### src/rtl/note_scheduler_pkg.sv
// note_scheduler_pkg: shared FSM encoding and sizing constants for the note scheduler.
package note_scheduler_pkg;
    localparam int NUM_LANES_DEF = 6;
    localparam int TICK_W = 16;
    localparam logic [2:0] S_IDLE      = 3'd0;
    localparam logic [2:0] S_FETCH     = 3'd1;
    localparam logic [2:0] S_LATCH     = 3'd2;
    localparam logic [2:0] S_DISPATCH  = 3'd3;
    localparam logic [2:0] S_WAIT_TICK = 3'd4;
    localparam logic [2:0] S_DONE      = 3'd5;
    function automatic int ptr_w(input int n);
        return n > 1 ? $clog2(n) : 1;
    endfunction
endpackage

### src/rtl/note_scheduler_arb.sv
// rr_lane_arbiter: grants the first pending lane at or after rr_ptr, wrapping around.
module rr_lane_arbiter import note_scheduler_pkg::*; #(
    parameter int NUM_LANES = NUM_LANES_DEF
) (
    input  logic [NUM_LANES-1:0]          pending,
    input  logic [ptr_w(NUM_LANES)-1:0]   rr_ptr,
    output logic [NUM_LANES-1:0]          grant
);
    // walk from farthest to nearest so the nearest pending lane wins
    always_comb begin
        grant = '0;
        for (int k = NUM_LANES - 1; k >= 0; k--)
            if (pending[(int'(rr_ptr) + k) % NUM_LANES]) begin
                grant = '0;
                grant[(int'(rr_ptr) + k) % NUM_LANES] = 1'b1;
            end
    end
endmodule

### src/rtl/note_scheduler.sv
// note_scheduler: steps through a song pattern ROM and issues one lane strobe per cycle each step.
module note_scheduler import note_scheduler_pkg::*; #(
    parameter int                NUM_LANES = NUM_LANES_DEF,
    parameter logic [TICK_W-1:0] TICK_DIV  = 16'd50000,
    parameter logic [7:0]        SONG_LEN  = 8'd200
) (
    input  logic                 clk,
    input  logic                 resetn,
    input  logic                 start,
    input  logic                 pause,
    output logic [7:0]           pat_addr,
    input  logic [NUM_LANES-1:0] pat_data,
    output logic [NUM_LANES-1:0] map,
    output logic [7:0]           step_cnt,
    output logic                 busy,
    output logic                 done
);
    localparam int PW = ptr_w(NUM_LANES);
    logic [2:0]           state;
    logic [TICK_W-1:0]    tick_cnt;
    logic [NUM_LANES-1:0] pending, grant, left;
    logic [PW-1:0]        rr_ptr, rr_next;
    logic [7:0]           adv_step;
    logic [2:0]           adv_state;
    logic                 tick, last_step;

    rr_lane_arbiter #(.NUM_LANES(NUM_LANES)) u_arb (
        .pending(pending),
        .rr_ptr (rr_ptr),
        .grant  (grant)
    );

    assign busy      = state != S_IDLE;
    assign done      = state == S_DONE;
    assign tick      = busy && !pause && tick_cnt == TICK_DIV - 1'b1;
    assign left      = pending & ~grant;
    assign last_step = step_cnt == SONG_LEN - 8'd1;
    assign adv_step  = last_step ? step_cnt : step_cnt + 8'd1;
    assign adv_state = last_step ? S_DONE : S_FETCH;
    assign rr_next   = rr_ptr == PW'(NUM_LANES - 1) ? '0 : rr_ptr + 1'b1;

    // a tick landing on the final grant advances directly, keeping the step period exact
    always_ff @(posedge clk) begin
        if (!resetn) begin
            state    <= S_IDLE;
            tick_cnt <= '0;
            pending  <= '0;
            rr_ptr   <= '0;
            map      <= '0;
            step_cnt <= '0;
            pat_addr <= '0;
        end else begin
            map <= '0;
            if (busy && !pause)
                tick_cnt <= tick ? '0 : tick_cnt + 1'b1;
            case (state)
                S_IDLE: if (start) begin
                    state    <= S_FETCH;
                    step_cnt <= '0;
                    pat_addr <= '0;
                    tick_cnt <= '0;
                end
                S_FETCH: begin
                    pat_addr <= step_cnt;
                    state    <= S_LATCH;
                end
                S_LATCH: begin
                    pending <= pat_data;
                    state   <= |pat_data ? S_DISPATCH : S_WAIT_TICK;
                end
                S_DISPATCH: begin
                    map     <= grant;
                    pending <= left;
                    if (left == '0) begin
                        rr_ptr   <= rr_next;
                        state    <= tick ? adv_state : S_WAIT_TICK;
                        step_cnt <= tick ? adv_step : step_cnt;
                        pat_addr <= tick ? adv_step : pat_addr;
                    end
                end
                S_WAIT_TICK: if (tick) begin
                    state    <= adv_state;
                    step_cnt <= adv_step;
                    pat_addr <= adv_step;
                end
                S_DONE:  state <= S_IDLE;
                default: state <= S_IDLE;
            endcase
        end
    end
endmodule

### config.mk
export PLATFORM = sky130hd
export DESIGN_NAME = note_scheduler
export DESIGN_NICKNAME = d
export VERILOG_FILES = /design/src/rtl/note_scheduler_pkg.sv /design/src/rtl/note_scheduler_arb.sv /design/src/rtl/note_scheduler.sv
export SDC_FILE = /design/constraint.sdc
export NUM_CORES = 1
export LEC_CHECK = 0
export CORE_MARGIN = 2
export CORE_UTILIZATION = 59
export CTS_CLUSTER_DIAMETER = 100
export DETAILED_ROUTE_END_ITERATION = 7
export PLACE_DENSITY = 0.78
export SKIP_CTS_REPAIR_TIMING = 1
export SLEW_MARGIN = 20
export SYNTH_ARGS = -nofsm -noshare
export SYNTH_HDL_FRONTEND = slang
export SYNTH_SLANG_ARGS = --single-unit
### constraint.sdc
create_clock -name clk -period 4.71 [get_ports clk]
set_input_delay 0.7065 -clock clk [delete_from_list [all_inputs] [get_ports clk]]
set_output_delay 0.7065 -clock clk [all_outputs]
set_load 0.1 [all_outputs]
==> results.md <==
* complete, no violations — result of the run
* 33 — number of input and output port buffers inserted
* register — Setup crit start kind
* 61.1% — starting density of the core
* 0 ns — setup TNS after final layout
* 0.000214 V — largest vdd supply drop
* register to register — path category of the worst min-delay check
* 8.48 mm — detailed placement HPWL
* 12.2% — relative area change from synthesis to final layout
* 1.22 mW — post-route total power
* 32 — maximum number of pins on one net before global-route repair
* 590 — FILL cells
* 24.0% — part of the Yosys area used for sequential elements
* 0.50 ns — delay of the slowest critical-path stage
* 1.69 nW — static power due to leakage
* 2 — buffers from clock root to sink, at most
* 0 — total overflow reported by the global router
* 0 — final-report hold violation count
* 583 — total nets after synthesis
* 16 — cell count of the worst reg-to-reg path
* 2 — worst path bufs/invs
* 16.9 microns — routed wirelength normalized by instance count
* 5 — number of buffers added by the clock tree synthesis step
* register to register — category of the most critical setup path
* 222 MHz — top achievable clock speed
* 50 — Synth Register Bits
* 4.92 ns — worst path required time
* 0% — async set or reset register ratio after synthesis
* 30.2% — GRT Util Overall
* 2950 sq um — area of the multi-input gates
* 0.00785 ns — clock skew
* compound AO/OA/AOI/OAI gates — cell family with the largest share of critical-path delay
* 50 — TritonCTS Sinks
* 4.72 ns — Worst EP arrival
* 18.6 mm — first-pass GRT wire length
* 4560 sq um — Placed Instance Area
* 0 — max-slew violation total from the final report
* 7.59 sq um — synthesized area divided by synthesized cell count
* 34 — boundary pin count
* 0 — antenna fix cells
* 0.468 ns — worst hold-check slack
* 30 — Site Rows
* 3,898 — vias in the first global route
* 0.10 ns — Clock Pin Slew Worst Setup and Hold Paths
* 659 — Inst Count DP
* 9.42% — ratio of cells with drive above 1 in the final layout
* 0.31 ns — Skew-Pair Late Insertion Delay
* 0.987 ns — slew at the pin closest to its max-slew limit
* 5.15% — post-synthesis mux area share
* 88.1 microns — chip height
* 4690 sq um — Finished Cell Area
* 4180 sq um — summed instance area of the synthesized netlist
* 2 — # H-tree levels
* 81 — count of cell types in the netlist
* inv_1, ha_1, a21oi_4, inv_1, ha_1, nand2b_1, or3_1, a32oi_2, a21oi_1, o31ai_1, o211ai_1, a41o_1, a221o_2, nor3_4, o22ai_1, a32o_1 — cell chain of the critical path
* 11.3 mm — Routed Wire Length
* 0 — EDFF count, synth
* 0 — Routed Antenna Nets
* 6.89% — synthesized-area fraction occupied by adder cells
* 550 — synthesized instance count
* 34.0% — max_slew headroom
* 4,213 — count of vias placed by the detailed router
* 0 — number of endpoints failing setup at the final stage
* 669 — Layout Cells excl Fill
* yes — setup repair after global routing missed its margin
* yes — CTS tree
* 0 — antenna violations before repair
* 2 — Min-Delay Path Depth
* 0.972 — Routability Congestion
* sky130_fd_sc_hd__nand2_1, sky130_fd_sc_hd__nor2_1, sky130_fd_sc_hd__dfxtp_1 — most frequent cells in the layout
* 8 — Crit Path Max Fanout
* 0 — total of max-cap violations
* 95.7% — final period utilization
* 22.9% — complex-gate fraction of the synthesized area
* 5 — number of search-and-repair iterations in the first detailed-routing pass
* 0 — total DRC errors in the routed layout
* 7770 sq um — Die Outline Area
* 4.43% — xor and xnor area share after synthesis
* 88.1 microns — die width
* simple AND/OR/NAND/NOR gates — combinational family with the most area after synthesis
* 386 — initial drt markers
* 6.30 — mean number of vias per cell
* register — Setup crit end kind
* 16 — cell depth of the worst setup path
* sky130_fd_sc_hd__dfxtp_1 — Most used DFF post-synth
* 259 nW/um^2 — power per unit of standard cell area
* sky130_fd_sc_hd__a221o_2 — slowest cell on the critical path
* 605 — layout net count
* 6830 sq um — core outline area
* 0 — Synthesis Warnings
* 30.8% — area share of and/or/nand/nor cells after synthesis
* 1000 sq um — area taken by flip-flops and latches
* 4.51 ns — Period minus WS final
* sky130_fd_sc_hd__clkbuf_8 — Root Driver
-- per-stage QoR --
step                setup slack (ns)  utilization (%)
floorplan                      0.470                -
global placement               0.288             66.7
detailed placement            0.0956             66.7
CTS                           0.0626             68.2
global route                 -0.0597             68.6
finish                         0.203             68.6
-- final cells by class --
type	count	area share [%]
clock inverters	3	0.614
well taps	96	2.56
repair buffers	46	9.13
multi-input cells	446	63.0
flip-flops and latches	50	21.4
clock buffers	5	1.47
inverters	23	1.84
-- worst paths after layout --
kind / from / to / slack [ns]
worst max-delay path: rr_ptr[1] / step_cnt[3] / 0.20
worst min-delay path: pat_addr[3] / pat_addr[3] / 0.47
worst max register to register: rr_ptr[1] / step_cnt[3] / 0.20
worst min register to register: pat_addr[3] / pat_addr[3] / 0.47
-- cell families after synthesis --
group                      Yosys count
xor gates and xnor gates            19
adders and majority gates           23
AOI/OAI and AO/OA                  131
muxes                               20
buffers and inverters               55
DFF                                 50
and+or+nand+nor                    252
-- synth_stat cells (all sizes together), types with 2 or more instances --
library cell / n / area (sq um)
mux2: 2 / 22.5
a32oi: 3 / 33.8
and3: 7 / 43.8
nand3: 19 / 105
o211a: 2 / 20.0
o21a: 3 / 22.5
or3b: 2 / 17.5
nand2: 65 / 244
a2111oi: 2 / 37.5
a32o: 4 / 41.3
a221oi: 2 / 23.8
nand4: 3 / 18.8
nor2: 66 / 250
a21oi: 23 / 130
o311ai: 3 / 26.3
and4: 5 / 43.8
a22oi: 7 / 52.6
a311oi: 2 / 17.5
nor4b: 3 / 32.5
o31ai: 8 / 60.1
nand2b: 13 / 81.3
nand3b: 5 / 37.5
or4: 2 / 15.0
inv: 23 / 86.3
nor3: 28 / 163
o211ai: 6 / 45.0
buf: 13 / 86.3
mux2i: 17 / 170
o21ai: 31 / 155
a211oi: 6 / 55.1
or3: 5 / 31.3
nor4: 6 / 37.5
o22a: 2 / 17.5
ha: 23 / 288
a221o: 2 / 22.5
nor2b: 6 / 37.5
dfxtp: 50 / 1000
a41o: 2 / 20.0
nor3b: 7 / 57.6
o22ai: 11 / 68.8
xor2: 13 / 133
and2: 3 / 18.8
clkbuf: 19 / 71.3
or2: 4 / 25.0
xnor2: 6 / 52.6
-- sequential cells by signal, summed over array words and instances (netlist names) --
register	flops
state	3
pending	6
pat_addr	8
step_cnt	8
tick_cnt	16
rr_ptr	3
map	6
-- report_power, final --
| part | internal [mW] | leakage [nW] | total (mW) | switching, mW |
|---|---|---|---|---|
| Sequential | 0.440 | 0.405 | 0.474 | 0.0336 |
| Clock | 0.110 | 0.0502 | 0.274 | 0.163 |
| Combinational | 0.163 | 1.23 | 0.468 | 0.305 |
-- worst register-to-register path: stages, from the launching register on --
cell and delay (ns):
sky130_fd_sc_hd__dfxtp_2 0.41, sky130_fd_sc_hd__inv_1 0.16, sky130_fd_sc_hd__ha_1 0.28, sky130_fd_sc_hd__a21oi_4 0.22
sky130_fd_sc_hd__inv_1 0.14, sky130_fd_sc_hd__ha_1 0.33, sky130_fd_sc_hd__nand2b_1 0.19, sky130_fd_sc_hd__or3_1 0.35
sky130_fd_sc_hd__a32oi_2 0.22, sky130_fd_sc_hd__a21oi_1 0.12, sky130_fd_sc_hd__o31ai_1 0.34, sky130_fd_sc_hd__o211ai_1 0.15
sky130_fd_sc_hd__a41o_1 0.29, sky130_fd_sc_hd__a221o_2 0.50, sky130_fd_sc_hd__nor3_4 0.29, sky130_fd_sc_hd__o22ai_1 0.13
sky130_fd_sc_hd__a32o_1 0.27
-- routing by layer --
layer / up-vias / share of wire [%] / GRT usage, %
met5: - / 0 / 0
met4: 0 / 2.4 / 10.1
met3: 29 / 6.9 / 5.94
met2: 179 / 47 / 48.5
met1: 1960 / 44 / 40.9
li1: 2045 / - / -
Power figures use the tool's default switching activity.
